[src/rtl/axi_revision_pkg.sv]
// axi_revision_pkg: shared register map, response codes, date layout and FSM state types for the revision reader and slave
package axi_revision_pkg;
    localparam int REG_MAJOR = 0;
    localparam int REG_MINOR = 1;
    localparam int REG_BUILD = 2;
    localparam int REG_DATE  = 3;
    localparam int NUM_REGS  = 4;
    localparam logic [1:0] RESP_OKAY   = 2'b00;
    localparam logic [1:0] RESP_SLVERR = 2'b10;
    localparam int DATE_MONTH_LSB = 24;
    localparam int DATE_DAY_LSB   = 16;
    localparam int DATE_YEAR_LSB  = 0;
    typedef enum logic [1:0] {IDLE, SEND_AR, WAIT_R, FINISH} seq_state_t;
    typedef enum logic [1:0] {ENG_IDLE, ENG_AR, ENG_R} eng_state_t;
    function automatic logic [3:0] reg_offset(input logic [1:0] idx);
        return {idx, 2'b00};
    endfunction
endpackage

[src/rtl/axi_lite_read_engine.sv]
// axi_lite_read_engine: single AXI4-Lite read; req latches addr, ack pulses with data/resp on the R handshake
//   AXI_ACLK, AXI_RESET : clock, sync active-high reset
//   req, addr           : start one read at addr (only while idle or on the ack cycle)
//   ack, data, resp     : R handshake strobe with the returned word and RRESP
//   M_AXI_AR*, M_AXI_R* : AXI4-Lite read channels
module axi_lite_read_engine import axi_revision_pkg::*; #(
    parameter int ADDR_WIDTH = 4,
    parameter int DATA_WIDTH = 32
) (
    input  logic                  AXI_ACLK,
    input  logic                  AXI_RESET,
    input  logic                  req,
    input  logic [ADDR_WIDTH-1:0] addr,
    output logic                  ack,
    output logic [DATA_WIDTH-1:0] data,
    output logic [1:0]            resp,
    output logic [ADDR_WIDTH-1:0] M_AXI_ARADDR,
    output logic                  M_AXI_ARVALID,
    output logic [2:0]            M_AXI_ARPROT,
    input  logic                  M_AXI_ARREADY,
    input  logic [DATA_WIDTH-1:0] M_AXI_RDATA,
    input  logic [1:0]            M_AXI_RRESP,
    input  logic                  M_AXI_RVALID,
    output logic                  M_AXI_RREADY
);
    eng_state_t state, state_next;
    logic [ADDR_WIDTH-1:0] araddr_q;

    always_ff @(posedge AXI_ACLK) begin
        if (AXI_RESET) begin
            state    <= ENG_IDLE;
            araddr_q <= '0;
        end else begin
            state <= state_next;
            if (req) araddr_q <= addr;
        end
    end

    always_comb begin
        state_next = state;
        state_next = req ? ENG_AR
                   : (state == ENG_AR && M_AXI_ARREADY) ? ENG_R
                   : (state == ENG_R && M_AXI_RVALID) ? ENG_IDLE
                   : state;
    end

    assign M_AXI_ARVALID = state == ENG_AR;
    assign M_AXI_RREADY  = state == ENG_R;
    assign M_AXI_ARADDR  = araddr_q;
    assign M_AXI_ARPROT  = 3'b000;
    assign ack  = M_AXI_RVALID && M_AXI_RREADY;
    assign data = M_AXI_RDATA;
    assign resp = M_AXI_RRESP;
endmodule

[src/rtl/axi_revision_reader.sv]
// axi_revision_reader: on START reads the four revision registers over AXI4-Lite and presents them as flat outputs
//   AXI_ACLK, AXI_RESET          : clock, sync active-high reset
//   START                        : one-cycle request, ignored unless idle
//   BUSY, DONE, VALID, ERROR     : sequence status; VALID sticky, ERROR = any non-OKAY response
//   MAJOR, MINOR, BUILD, DATE    : captured words (0 where the response was an error)
//   DATE_MONTH/DAY/YEAR          : fields of DATE
//   M_AXI_AR*, M_AXI_R*          : AXI4-Lite read master channels
module axi_revision_reader import axi_revision_pkg::*; #(
    parameter int                          M_AXI_ADDR_WIDTH = 4,
    parameter int                          M_AXI_DATA_WIDTH = 32,
    parameter logic [M_AXI_ADDR_WIDTH-1:0] BASE_ADDR        = '0
) (
    input  logic                        AXI_ACLK,
    input  logic                        AXI_RESET,
    input  logic                        START,
    output logic                        BUSY,
    output logic                        DONE,
    output logic                        VALID,
    output logic                        ERROR,
    output logic [M_AXI_DATA_WIDTH-1:0] MAJOR,
    output logic [M_AXI_DATA_WIDTH-1:0] MINOR,
    output logic [M_AXI_DATA_WIDTH-1:0] BUILD,
    output logic [M_AXI_DATA_WIDTH-1:0] DATE,
    output logic [7:0]                  DATE_MONTH,
    output logic [7:0]                  DATE_DAY,
    output logic [15:0]                 DATE_YEAR,
    output logic [M_AXI_ADDR_WIDTH-1:0] M_AXI_ARADDR,
    output logic                        M_AXI_ARVALID,
    output logic [2:0]                  M_AXI_ARPROT,
    input  logic                        M_AXI_ARREADY,
    input  logic [M_AXI_DATA_WIDTH-1:0] M_AXI_RDATA,
    input  logic [1:0]                  M_AXI_RRESP,
    input  logic                        M_AXI_RVALID,
    output logic                        M_AXI_RREADY
);
    seq_state_t state, state_next;
    logic [1:0] index, req_index;
    logic req, ack, error_q, valid_q;
    logic [1:0] rd_resp;
    logic [M_AXI_DATA_WIDTH-1:0] rd_data;
    logic [M_AXI_DATA_WIDTH-1:0] words [NUM_REGS];
    logic [M_AXI_ADDR_WIDTH-1:0] req_addr;

    // Wraps modulo 2^M_AXI_ADDR_WIDTH by truncation.
    assign req_addr = BASE_ADDR + M_AXI_ADDR_WIDTH'(reg_offset(req_index));

    axi_lite_read_engine #(
        .ADDR_WIDTH(M_AXI_ADDR_WIDTH),
        .DATA_WIDTH(M_AXI_DATA_WIDTH)
    ) u_engine (
        .AXI_ACLK     (AXI_ACLK),
        .AXI_RESET    (AXI_RESET),
        .req          (req),
        .addr         (req_addr),
        .ack          (ack),
        .data         (rd_data),
        .resp         (rd_resp),
        .M_AXI_ARADDR (M_AXI_ARADDR),
        .M_AXI_ARVALID(M_AXI_ARVALID),
        .M_AXI_ARPROT (M_AXI_ARPROT),
        .M_AXI_ARREADY(M_AXI_ARREADY),
        .M_AXI_RDATA  (M_AXI_RDATA),
        .M_AXI_RRESP  (M_AXI_RRESP),
        .M_AXI_RVALID (M_AXI_RVALID),
        .M_AXI_RREADY (M_AXI_RREADY)
    );

    always_ff @(posedge AXI_ACLK) begin
        if (AXI_RESET) begin
            state   <= IDLE;
            index   <= '0;
            error_q <= 1'b0;
            valid_q <= 1'b0;
            words   <= '{default: '0};
        end else begin
            state <= state_next;
            if (state == IDLE && START) begin
                index   <= '0;
                error_q <= 1'b0;
                valid_q <= 1'b0;
                words   <= '{default: '0};
            end
            if (ack) begin
                words[index] <= rd_resp == RESP_OKAY ? rd_data : '0;
                error_q      <= error_q | (rd_resp != RESP_OKAY);
                valid_q      <= valid_q | (index == 2'd3);
                index        <= index + 2'd1;
            end
        end
    end

    // The next read is requested on the same cycle as the R handshake so AR follows one cycle later.
    always_comb begin
        state_next = state;
        req        = 1'b0;
        req_index  = '0;
        case (state)
            IDLE: begin
                req        = START;
                state_next = START ? SEND_AR : IDLE;
            end
            SEND_AR: state_next = (M_AXI_ARVALID && M_AXI_ARREADY) ? WAIT_R : SEND_AR;
            WAIT_R: begin
                req        = ack && index != 2'd3;
                req_index  = index + 2'd1;
                state_next = !ack ? WAIT_R : index == 2'd3 ? FINISH : SEND_AR;
            end
            default: state_next = IDLE;
        endcase
    end

    assign BUSY       = state == SEND_AR || state == WAIT_R;
    assign DONE       = state == FINISH;
    assign VALID      = valid_q;
    assign ERROR      = error_q;
    assign MAJOR      = words[REG_MAJOR];
    assign MINOR      = words[REG_MINOR];
    assign BUILD      = words[REG_BUILD];
    assign DATE       = words[REG_DATE];
    assign DATE_MONTH = DATE[DATE_MONTH_LSB +: 8];
    assign DATE_DAY   = DATE[DATE_DAY_LSB +: 8];
    assign DATE_YEAR  = DATE[DATE_YEAR_LSB +: 16];
endmodule

[config.mk]
export PLATFORM = sky130hd
export DESIGN_NAME = axi_revision_reader
export DESIGN_NICKNAME = d
export VERILOG_FILES = /design/src/rtl/axi_revision_pkg.sv /design/src/rtl/axi_lite_read_engine.sv /design/src/rtl/axi_revision_reader.sv
export SDC_FILE = /design/constraint.sdc
export NUM_CORES = 1
export LEC_CHECK = 0
export ABC_CLOCK_PERIOD_IN_PS = 4950
export BUFFER_PORTS_ARGS = -buffer_cell sky130_fd_sc_hd__clkbuf_2
export CAP_MARGIN = 20
export CORE_AREA = 2 2 86 171
export DETAILED_ROUTE_END_ITERATION = 10
export DIE_AREA = 0 0 88 173
export HOLD_SLACK_MARGIN = 0.05
export PLACE_DENSITY = 0.77
export SLEW_MARGIN = 20
export SYNTH_ARGS = -nofsm -noshare
export SYNTH_HDL_FRONTEND = slang
export SYNTH_HIERARCHICAL = 1
export SYNTH_SLANG_ARGS = --single-unit
[constraint.sdc]
create_clock -name AXI_ACLK -period 4.95 [get_ports AXI_ACLK]
set_clock_uncertainty 0.05 [all_clocks]
set_input_delay 0.99 -clock AXI_ACLK [delete_from_list [all_inputs] [get_ports AXI_ACLK]]
set_output_delay 0.99 -clock AXI_ACLK [all_outputs]
set_load 0.05 [all_outputs]
Yosys cells after proc, flatten, opt, wreduce, memory -nomap -nowiden --
Index checks and enable logic that the tools add are counted. W data, S select, Z words.
Storage, ports and cells: flip-flop bits (word level) 138, bits of input ports 39, output and inout bits 173, word-level logic and storage cells 59
Cells by class: bitwise logic cells 3, equality and inequality tests 7, reduce and logical (&&, ||, !) cells 13, multiplexer cells 22, add/sub/neg operators 1, magnitude comparators 2
Operators with widths (count):
- $mux W128 | 3
- $bwmux W128 | 1
- $demux W32 S2 | 1
- $mux W32 | 2
- $mux W2 | 8
- $eq A2 B2 Y1 const B | 4
- $pmux W2 S3 | 1
- $reduce_bool A2 Y1 | 3
- $logic_and A1 B1 Y1 | 5
- $mux W1 | 5
- $eq A2 B1 Y1 const B | 2
- $logic_not A2 Y1 | 2
- $ge A3 B3 Y1 const B | 1
- $lt A3 B1 Y1 const B | 1
- $not A2 Y3 | 1
- $reduce_bool A3 Y1 | 1
- $add A2 B1 Y2 const B | 1
- $ne A2 B2 Y1 const B | 1
- $or A1 B1 Y1 | 2
- $pmux W1 S2 | 1
- $reduce_or A2 Y1 | 1
- $logic_or A1 B1 Y1 | 1

Longest topological paths before layout --
Gate-level depths: netlist of the first run.
depth in word-level cells 7, mapped depth 9, gate-level depth less buffers 6

By module --
Netlist of the first run, hierarchy kept.
By module, submodules not included:
- axi_revision_reader | times used 1, cells each 386, seq. area each 2682.6 sq um, area each 4923.5 sq um
- axi_lite_read_engine | times used 1, cells each 62, seq. area each 120.1 sq um, area each 530.5 sq um

Worst setup path before layout of the first run --
Ideal clock, no wire load.
path kind input -> register, start point in M_AXI_RVALID, end point reg, netlist name u_engine/M_AXI_ARADDR[0], buffers on the path 3, arrival 1992 ps, stages on the path 8, library setup time 116 ps, path slack 2793 ps, required time 4784 ps, cell sequence and2_1 buf_6 buf_6 nand2b_1 o21ai_0 buf_6 mux2i_1 nor2_1
RTL lines:
- start, declared | RTL line axi_revision_reader.sv:33 | input logic M_AXI_RVALID,

Worst setup path after layout of the first run --
start point in M_AXI_RVALID, end point reg words (netlist bit MINOR[14])
Between the ends: word-level cells in the longest chain between the ends 2
RTL lines:
- $logic_and A1 B1 Y1 | RTL line axi_lite_read_engine.sv:51 | assign ack = M_AXI_RVALID && M_AXI_RREADY;
- net ack | RTL line axi_revision_reader.sv:38 | logic req, ack, error_q, valid_q;
- $mux W128 | RTL line axi_revision_reader.sv:83 | if (ack) begin
- end signal, assigned by index | RTL line axi_revision_reader.sv:84 | words[index] <= rd_resp == RESP_OKAY ? rd_data : '0;
- end, declared | RTL line axi_revision_reader.sv:41 | logic [M_AXI_DATA_WIDTH-1:0] words [NUM_REGS];
The timed path passes the listed nets, and every way through them passes these cells. A chain may end at the register's enable or synchronous reset.

==> flow_summary.json, run 1 <==
{
  "slew_violations": 0,
  "postCtsSetupBuffers": 0,
  "gp_congestion": 0.8002,
  "synthesis.area_um2": 5454,
  "dieHeight_um": 173,
  "cp_max_fo": 17,
  "yosysTopAreaCell": "dfxtp_1",
  "cts_htree_levels": 4,
  "vias": 4215,
  "cp.required_ns": 5.24,
  "report.final.hold_viol_count": 0,
  "clk_latency_ns": 0.41,
  "numCtsBuffers": 17,
  "p_leak_nw": 2.918,
  "wl_met2_um": 8423,
  "holdWs_ns": 0.4133,
  "syn_inst": 448,
  "mostFrequentLayoutCell": "clkbuf_2",
  "switchingPower_mw": 0.6180,
  "cts.sinks": 140,
  "dp_slack_ns": 1.764,
  "crit_path_top_delay_cell": "and2_1",
  "fin_ws_ns": 2.233,
  "setup_violations": 0,
  "wl_met3_um": 674,
  "die_w_um": 88,
  "track_usage_pct": 18.59,
  "cts_tree": "yes",
  "cts_resized": 0,
  "drive_gt1_share_pct": 46.39,
  "ant_nets": 0,
  "drt_pass1_iterations": 5,
  "maxCapViolCount": 0,
  "reg2reg_depth": 6,
  "area_growth_pct": 20.39,
  "clockRootBuffer": "clkbuf_16",
  "slew_headroom_pct": 29.26,
  "grt_overflow_total": 0,
  "critPathArrivalTime_ns": 3.01,
  "finalWirelength_um": 14440,
  "multiInputGateArea_um2": 1827,
  "initial_core_util_pct": 39.48,
  "postSynthAreaPerCell_um2": 12.17,
  "io_pins": 212,
  "placementRows": 61,
  "drt_iter0_drc": 210,
  "drc_errors": 0,
  "path_class": "input port to flop",
  "fill_cells": 1254,
  "min_path_cells": 1,
  "antenna_found_initial": 0,
  "viasPerCell": 5.467,
  "top_layer_used": "met4",
  "grt_start_max_net_pins": 129,
  "clkPwrFrac_pct": 50.9,
  "num_antenna_cells": 0,
  "powerDensity_nw_per_um2": 393.6,
  "finalNetCount": 618,
  "path_cells": "clkbuf_2 -> and2_1 -> nand2_1 -> nor2_2 -> buf_4 -> a32o_1",
  "crit_path_start_kind": "input port",
  "clockBufferDepth": 2,
  "grt_setup_unrepaired": "no",
  "tns_ns": 0,
  "synth_seq_cells": 140,
  "power_frac_comb_pct": 5.2,
  "wl_met1_um": 4976,
  "finalCritPeriodShare_pct": 54.89,
  "first_global_vias": 4138,
  "cts_hold_buf": 0,
  "fin_cells": 771,
  "numPortBuffers": 208,
  "ys_types": 27,
  "yosysWarnings": 6,
  "max_stage_delay_ns": 0.61,
  "netlist.area_leader.share_pct": 51.39,
  "max_freq_mhz": 368.0,
  "worstMarginPinSlew_ns": 1.059,
  "netlist_top_cells_area": "dfxtp_1 (51%), a32o_1 (21%), buf_4 (10%)",
  "grt_pass1_wl_um": 21940,
  "ir_drop_v": 0.0002854,
  "regArea_um2": 2803,
  "p_int_mw": 1.966,
  "hp-class": "flop to flop",
  "fp.coreArea_um2": 13810,
  "min_period_ns": 2.717,
  "dp_hpwl_um": 9921,
  "end_kind": "flop",
  "place_inst": 739,
  "sw_frac_of_total_pct": 23.91,
  "die-area_um2": 15220,
  "final_cell_mix": "clkbuf_2 (208), dfxtp_1 (140), a32o_1 (112), clkbuf_16 (17), a32o_2 (16)",
  "pwr-share-seq_pct": 43.9,
  "status": "complete, no violations",
  "wire_per_inst_um": 18.72,
  "yosysSeqAreaShare_pct": 51.39,
  "clkTransAtPathRegs_ns": 0.06
}
[cells in the mapped netlist]
library cell  instances
buf_6                15
and2b_2               1
buf_2                20
dfxtp_1             140
a21oi_1               5
nand2b_1              3
nor2_2                4
a32o_1              112
o21ai_0               4
and2_1                2
nand2_1               7
conb_1                2
nor3_1                2
nor2_1                8
a211oi_2              1
a32o_2               16
inv_1                 5
a32oi_1               1
o21ai_1               1
a222oi_1              1
buf_4                76
a21o_4                1
nor2b_2               1
nand3b_1              1
a21oi_4               4
ha_1                 10
mux2i_1               5
[critical path, delay by kind of cell]
kind                   cells  cell delay, ns
AOI/OAI and AO/OA          1            0.21
buffers and inverters      2            0.44
and+or+nand+nor            3            1.35
[flip-flops by register name (all words and copies together) (netlist names), 2 cells and up]
name                   cells
BUILD                     32
u_engine/M_AXI_ARADDR      4
state                      2
index                      2
DATE                      32
MINOR                     32
u_engine/state             2
MAJOR                     32
[worst paths after layout]
kind	end	slack (ns)	startpoint
setup / recovery	MINOR[14]	2.23	M_AXI_RVALID
hold / removal	MINOR[5]	0.41	MINOR[5]
setup reg to reg	MINOR[14]	2.31	u_engine/state[1]
hold reg to reg	MINOR[5]	0.41	MINOR[5]
[stage by stage]
stage               instance area (um^2)  total power, mW  util [%]
CTS                                 6566            2.601     47.53
finish                              6566            2.584     47.53
global placement                    5953            1.288     43.09
floorplan                           5465            1.284         -
detailed placement                  5953            1.293     43.09
global route                        6566            2.660     47.53
[per-layer routing]
metal | vias to the layer above | GRT usage (%)
li1 | 1920 | -
met1 | 2109 | 18.15
met2 | 163 | 35.64
met3 | 23 | 3.580
met4 | 0 | 8.462
met5 | - | 0
[kinds of logic after synthesis]
group | Yosys count | share of synthesized area [%]
other | 2 | 0.1377
buffers and inverters | 116 | 15.74
adders and majority gates | 10 | 2.294
DFF | 140 | 51.39
AOI/OAI and AO/OA | 146 | 26.82
muxes | 5 | 0.9177
and+or+nand+nor | 29 | 2.707
[layout make-up]
cell class | instances | area share (%)
well taps | 189 | 3.601
inverters | 5 | 0.2858
flip-flops and latches | 140 | 42.68
repair buffers | 210 | 16.27
clock buffers | 18 | 6.536
multi-input cells | 195 | 27.82
clock inverters | 14 | 2.801
[power groups by stage]
stage	Clock (mW)	Sequential (mW)	Combinational (mW)
global placement	0	1.16	0.130
global route	1.38	1.13	0.143
detailed placement	0	1.16	0.134
finish	1.32	1.13	0.134
floorplan	0	1.16	0.119
CTS	1.33	1.13	0.134
Note: power is estimated with default switching activity, not from simulation.
==> run 2, diff against run 1 <==
Settings changed: ABC_CLOCK_PERIOD_IN_PS 4950 to 2300, PLACE_DENSITY 0.77 to 0.8.
Clock period 4.95 ns to 2.3 ns, I/O delays scaled along.
==> flow_summary.json, run 2 (synthesis gave the netlist of run 1 again) <==
{
  "powerDensity_nw_per_um2": 835.1,
  "initial_core_util_pct": 39.48,
  "mostFrequentLayoutCell": "clkbuf_2",
  "gp_congestion": 0.7750,
  "max_stage_delay_ns": 0.76,
  "critPathBufInv": 1,
  "finalWirelength_um": 14930,
  "ir_drop_v": 0.0005876,
  "crit_path_start_kind": "flop",
  "path_cells": "inv_1 -> ha_1 -> a21o_4 -> a21oi_4 -> a32o_1",
  "finalCritPeriodShare_pct": 94.09,
  "viasPerCell": 5.465,
  "grt_pass1_wl_um": 22720,
  "die_w_um": 88,
  "postCtsSetupBuffers": 0,
  "power_mw": 5.597,
  "p_leak_nw": 2.994,
  "multiInputGateArea_um2": 1837,
  "antenna_found_initial": 0,
  "clockRootBuffer": "clkbuf_16",
  "first_global_vias": 4251,
  "cts.sinks": 140,
  "place_inst": 748,
  "maxCapViolCount": 0,
  "max_freq_mhz": 462.1,
  "slew_violations": 0,
  "cts_htree_levels": 4,
  "drt_iter0_drc": 203,
  "end_kind": "flop",
  "ant_nets": 0,
  "status": "complete, no violations",
  "drive_gt1_share_pct": 47.64,
  "fin_cells": 781,
  "clk_latency_ns": 0.40,
  "tns_ns": 0,
  "critPathArrivalTime_ns": 2.45,
  "regArea_um2": 2803,
  "final_cell_mix": "clkbuf_2 (208), dfxtp_1 (140), a32o_1 (112), clkbuf_16 (17), a32o_2 (16)",
  "crit_family": "compound AO/OA/AOI/OAI gates",
  "finalNetCount": 628,
  "vias": 4268,
  "dp_hpwl_um": 10360,
  "drt_pass1_iterations": 4,
  "grt_start_max_net_pins": 54,
  "worstMarginPinSlew_ns": 0.9866,
  "area_growth_pct": 22.90,
  "crit_path_top_delay_cell": "a21oi_4",
  "report.final.hold_viol_count": 0,
  "path_class": "flop to flop",
  "wire_per_inst_um": 19.11,
  "fill_cells": 1265,
  "numCtsBuffers": 17,
  "cts_tree": "yes",
  "cp.required_ns": 2.58,
  "num_antenna_cells": 0,
  "die-area_um2": 15220,
  "numPortBuffers": 208,
  "track_usage_pct": 19.24,
  "fp.coreArea_um2": 13810,
  "grt_overflow_total": 0,
  "clockBufferDepth": 2,
  "drc_errors": 0,
  "setup_violations": 0,
  "hp-class": "input port to flop",
  "slew_headroom_pct": 34.08,
  "min_period_ns": 2.164,
  "dieHeight_um": 173,
  "io_pins": 212,
  "cp_max_fo": 32,
  "cts_hold_buf": 0,
  "grt_setup_unrepaired": "no",
  "placementRows": 61,
  "clkTransAtPathRegs_ns": 0.06
}
run 2: worst reg2reg max path, cell delays in order (launching register included):
cell	delay, ns
dfxtp_1	0.38
inv_1	0.10
ha_1	0.26
a21o_4	0.28
a21oi_4	0.76
a32o_1	0.27
run 2: cell type report:
class | instances | area share [%]
clock inverters | 14 | 2.725
inverters | 5 | 0.2800
repair buffers | 219 | 17.70
flip-flops and latches | 140 | 41.81
clock buffers | 18 | 6.552
multi-input cells | 196 | 27.40
well taps | 189 | 3.528
run 2: timing repair:
item                                   in CTS  in global routing
endpoints found under the hold margin       0                  0
gates resized for setup                     0                  1
setup endpoints to repair                   0                  8
run 2: routing by layer:
metal / vias up / share of wire, % / global-route usage (%) / wire, um
li1: 1940 / - / - / -
met4: 0 / 2.5 / 9.295 / 380
met5: - / 0 / 0 / 0
met3: 24 / 4.5 / 4.248 / 670
met2: 155 / 58 / 36.05 / 8670
met1: 2149 / 35 / 18.98 / 5205
run 2: where the power goes:
group          internal [mW]  total [mW]  switching, mW
registers               2.43        2.44        0.00727
clock network           1.76        2.85           1.09
logic                 0.0743       0.305          0.231
total                   4.27        5.60           1.33
run 2: per-stage QoR:
step | setup WS (ns) | hold WS, ns | util [%] | area [um^2]
after floorplan | 0.1925 | 0.4383 | - | 5465
after global placement | 0.1819 | 0.3951 | 43.95 | 6071
after detailed placement | 0.1345 | 0.4035 | 43.95 | 6071
after CTS | 0.1086 | 0.2898 | 48.45 | 6693
after global routing | 0.005775 | 0.2937 | 48.52 | 6703
final | 0.1360 | 0.3056 | 48.52 | 6703
run 2: worst paths after layout:
path	cells after the start	slack [ns]	end	start
setup / recovery	5	0.14	MINOR[15]	state[0]
hold / removal	2	0.31	DATE[11]	M_AXI_RDATA[11]
setup reg to reg	5	0.14	MINOR[15]	state[0]
hold reg to reg	1	0.41	MAJOR[4]	MAJOR[4]
==> run 3, diff against run 2 <==
Settings changed: PLACE_DENSITY 0.8 to 0.65.
==> flow_summary.json, run 3 (synthesis gave the netlist of run 1 again) <==
{
  "cp.required_ns": 2.60,
  "crit_family": "compound AO/OA/AOI/OAI gates",
  "grt_overflow_total": 0,
  "drc_errors": 0,
  "p_leak_nw": 3.037,
  "status": "complete, no violations",
  "wl_met3_um": 769,
  "io_pins": 212,
  "cts_htree_levels": 4,
  "slew_violations": 0,
  "fin_ws_ns": 0.1530,
  "min_to": "BUILD[2]",
  "post-route-util_pct": 48.86,
  "numPortBuffers": 208,
  "area_growth_pct": 23.77,
  "clockBufferDepth": 2,
  "cts.sinks": 140,
  "holdWs_ns": 0.2962,
  "gp_congestion": 0.7933,
  "reg2reg_from": "state[0]",
  "path_class": "flop to flop",
  "cp_max_fo": 32,
  "maxCapViolCount": 0,
  "crit_path_start_kind": "flop",
  "final_area_um2": 6750,
  "die-area_um2": 15220,
  "critPathBufInv": 1,
  "mostFrequentLayoutCell": "clkbuf_2",
  "report.final.hold_viol_count": 0,
  "cts_hold_buf": 0,
  "clkTransAtPathRegs_ns": 0.06,
  "dpl_cell_area_um2": 6116,
  "drt_iter0_drc": 186,
  "grt_setup_unrepaired": "no",
  "grt_pass1_wl_um": 22510,
  "dp_hpwl_um": 10610,
  "worstHoldStart": "M_AXI_RDATA[2]",
  "die_w_um": 88,
  "slew_headroom_pct": 31.11,
  "finalWirelength_um": 15140,
  "clockRootBuffer": "clkbuf_16",
  "max_stage_delay_ns": 0.79,
  "setup_violations": 0,
  "rrSetupSlack_ns": 0.15,
  "initial_core_util_pct": 39.48,
  "wl_met1_um": 5275,
  "numCtsBuffers": 17,
  "powerDensity_nw_per_um2": 834.2,
  "num_antenna_cells": 0,
  "placementRows": 61,
  "fp.coreArea_um2": 13810,
  "wire_per_inst_um": 19.16,
  "tns_ns": 0,
  "path_cells": "inv_1 -> ha_2 -> a21o_4 -> a21oi_4 -> a32o_1",
  "crit_path_top_delay_cell": "a21oi_4",
  "vias": 4265,
  "dieHeight_um": 173,
  "first_global_vias": 4211,
  "min_path_cells": 2,
  "top_layer_used": "met4",
  "ant_nets": 0,
  "end_kind": "flop",
  "critPathArrivalTime_ns": 2.45,
  "antenna_found_initial": 0,
  "final_cell_mix": "clkbuf_2 (208), dfxtp_1 (140), a32o_1 (112), clkbuf_16 (17)",
  "reg2reg_depth": 5,
  "finalCritPeriodShare_pct": 93.35,
  "clk_latency_ns": 0.41,
  "grt_start_max_net_pins": 33,
  "startpoint": "state[0]",
  "finalNetCount": 637,
  "cts_tree": "yes",
  "hp-class": "input port to flop",
  "track_usage_pct": 19.42,
  "drive_gt1_share_pct": 48.25,
  "viasPerCell": 5.399,
  "max_freq_mhz": 465.8,
  "wl_met2_um": 8744,
  "ir_drop_v": 0.0005101,
  "r2r-end": "MAJOR[5]",
  "worstMarginPinSlew_ns": 1.031,
  "min_period_ns": 2.147,
  "drt_pass1_iterations": 5,
  "dp_slack_ns": 0.04623
}
-- run 3: cell count changes in the layout (fill, tap and decap cells not counted), sizes merged --
cell | before | now
buf | 11 | 20
inv | 11 | 8
bufinv | 3 | 4
clkbuf | 226 | 227
clkinv | 3 | 4
-- run 3: area by class of cell --
class | count | area (um^2)
sequential | 140 | 2803
timing repair buffer | 228 | 1241
clock buffer | 19 | 432.9
fill | 1283 | 7064
clock inverter | 13 | 188.9
tap | 189 | 236.5
multi-input combinational | 196 | 1829
inverter | 5 | 18.77
-- run 3: repair_timing --
item,in CTS,in global routing
setup endpoints to repair,0,79
resized for setup,0,2
setup buffers,0,0
-- run 3: worst max-delay path by stage --
stage / to / cells past startpoint
final: MAJOR[5] / 5
after global routing: MAJOR[26] / 5
after global placement: MINOR[13] / 5
after detailed placement: MINOR[11] / 5
after floorplan: u_engine/M_AXI_ARADDR[0] / 9
after CTS: MINOR[10] / 5
-- run 3: worst register-to-register path, delay by kind of cell, from the launching register on --
kind	cells	cell delay, ns
adder cells (fa/ha/maj)	1	0.23
buffers and inverters	1	0.11
flip-flops	1	0.39
AO/OA/AOI/OAI	3	1.31
-- run 3: report_power, final --
group,total (mW),internal [mW],switching (mW)
logic,0.318,0.0856,0.233
registers,2.44,2.43,0.00759
clock network,2.87,1.82,1.05
-- run 3: per-layer routing --
layer	vias up	track usage (%)
li1	1956	-
met1	2114	19.22
met2	172	36.52
met3	23	3.962
met4	0	9.423
met5	-	0
-- run 3: per-stage QoR --
| stage | cells | total power [mW] |
|---|---|---|
| finish | 790 | 5.631 |
| global placement | 757 | 2.798 |
| CTS | 789 | 5.685 |
| detailed placement | 757 | 2.806 |
| floorplan | 451 | 2.764 |
| global route | 790 | 5.814 |
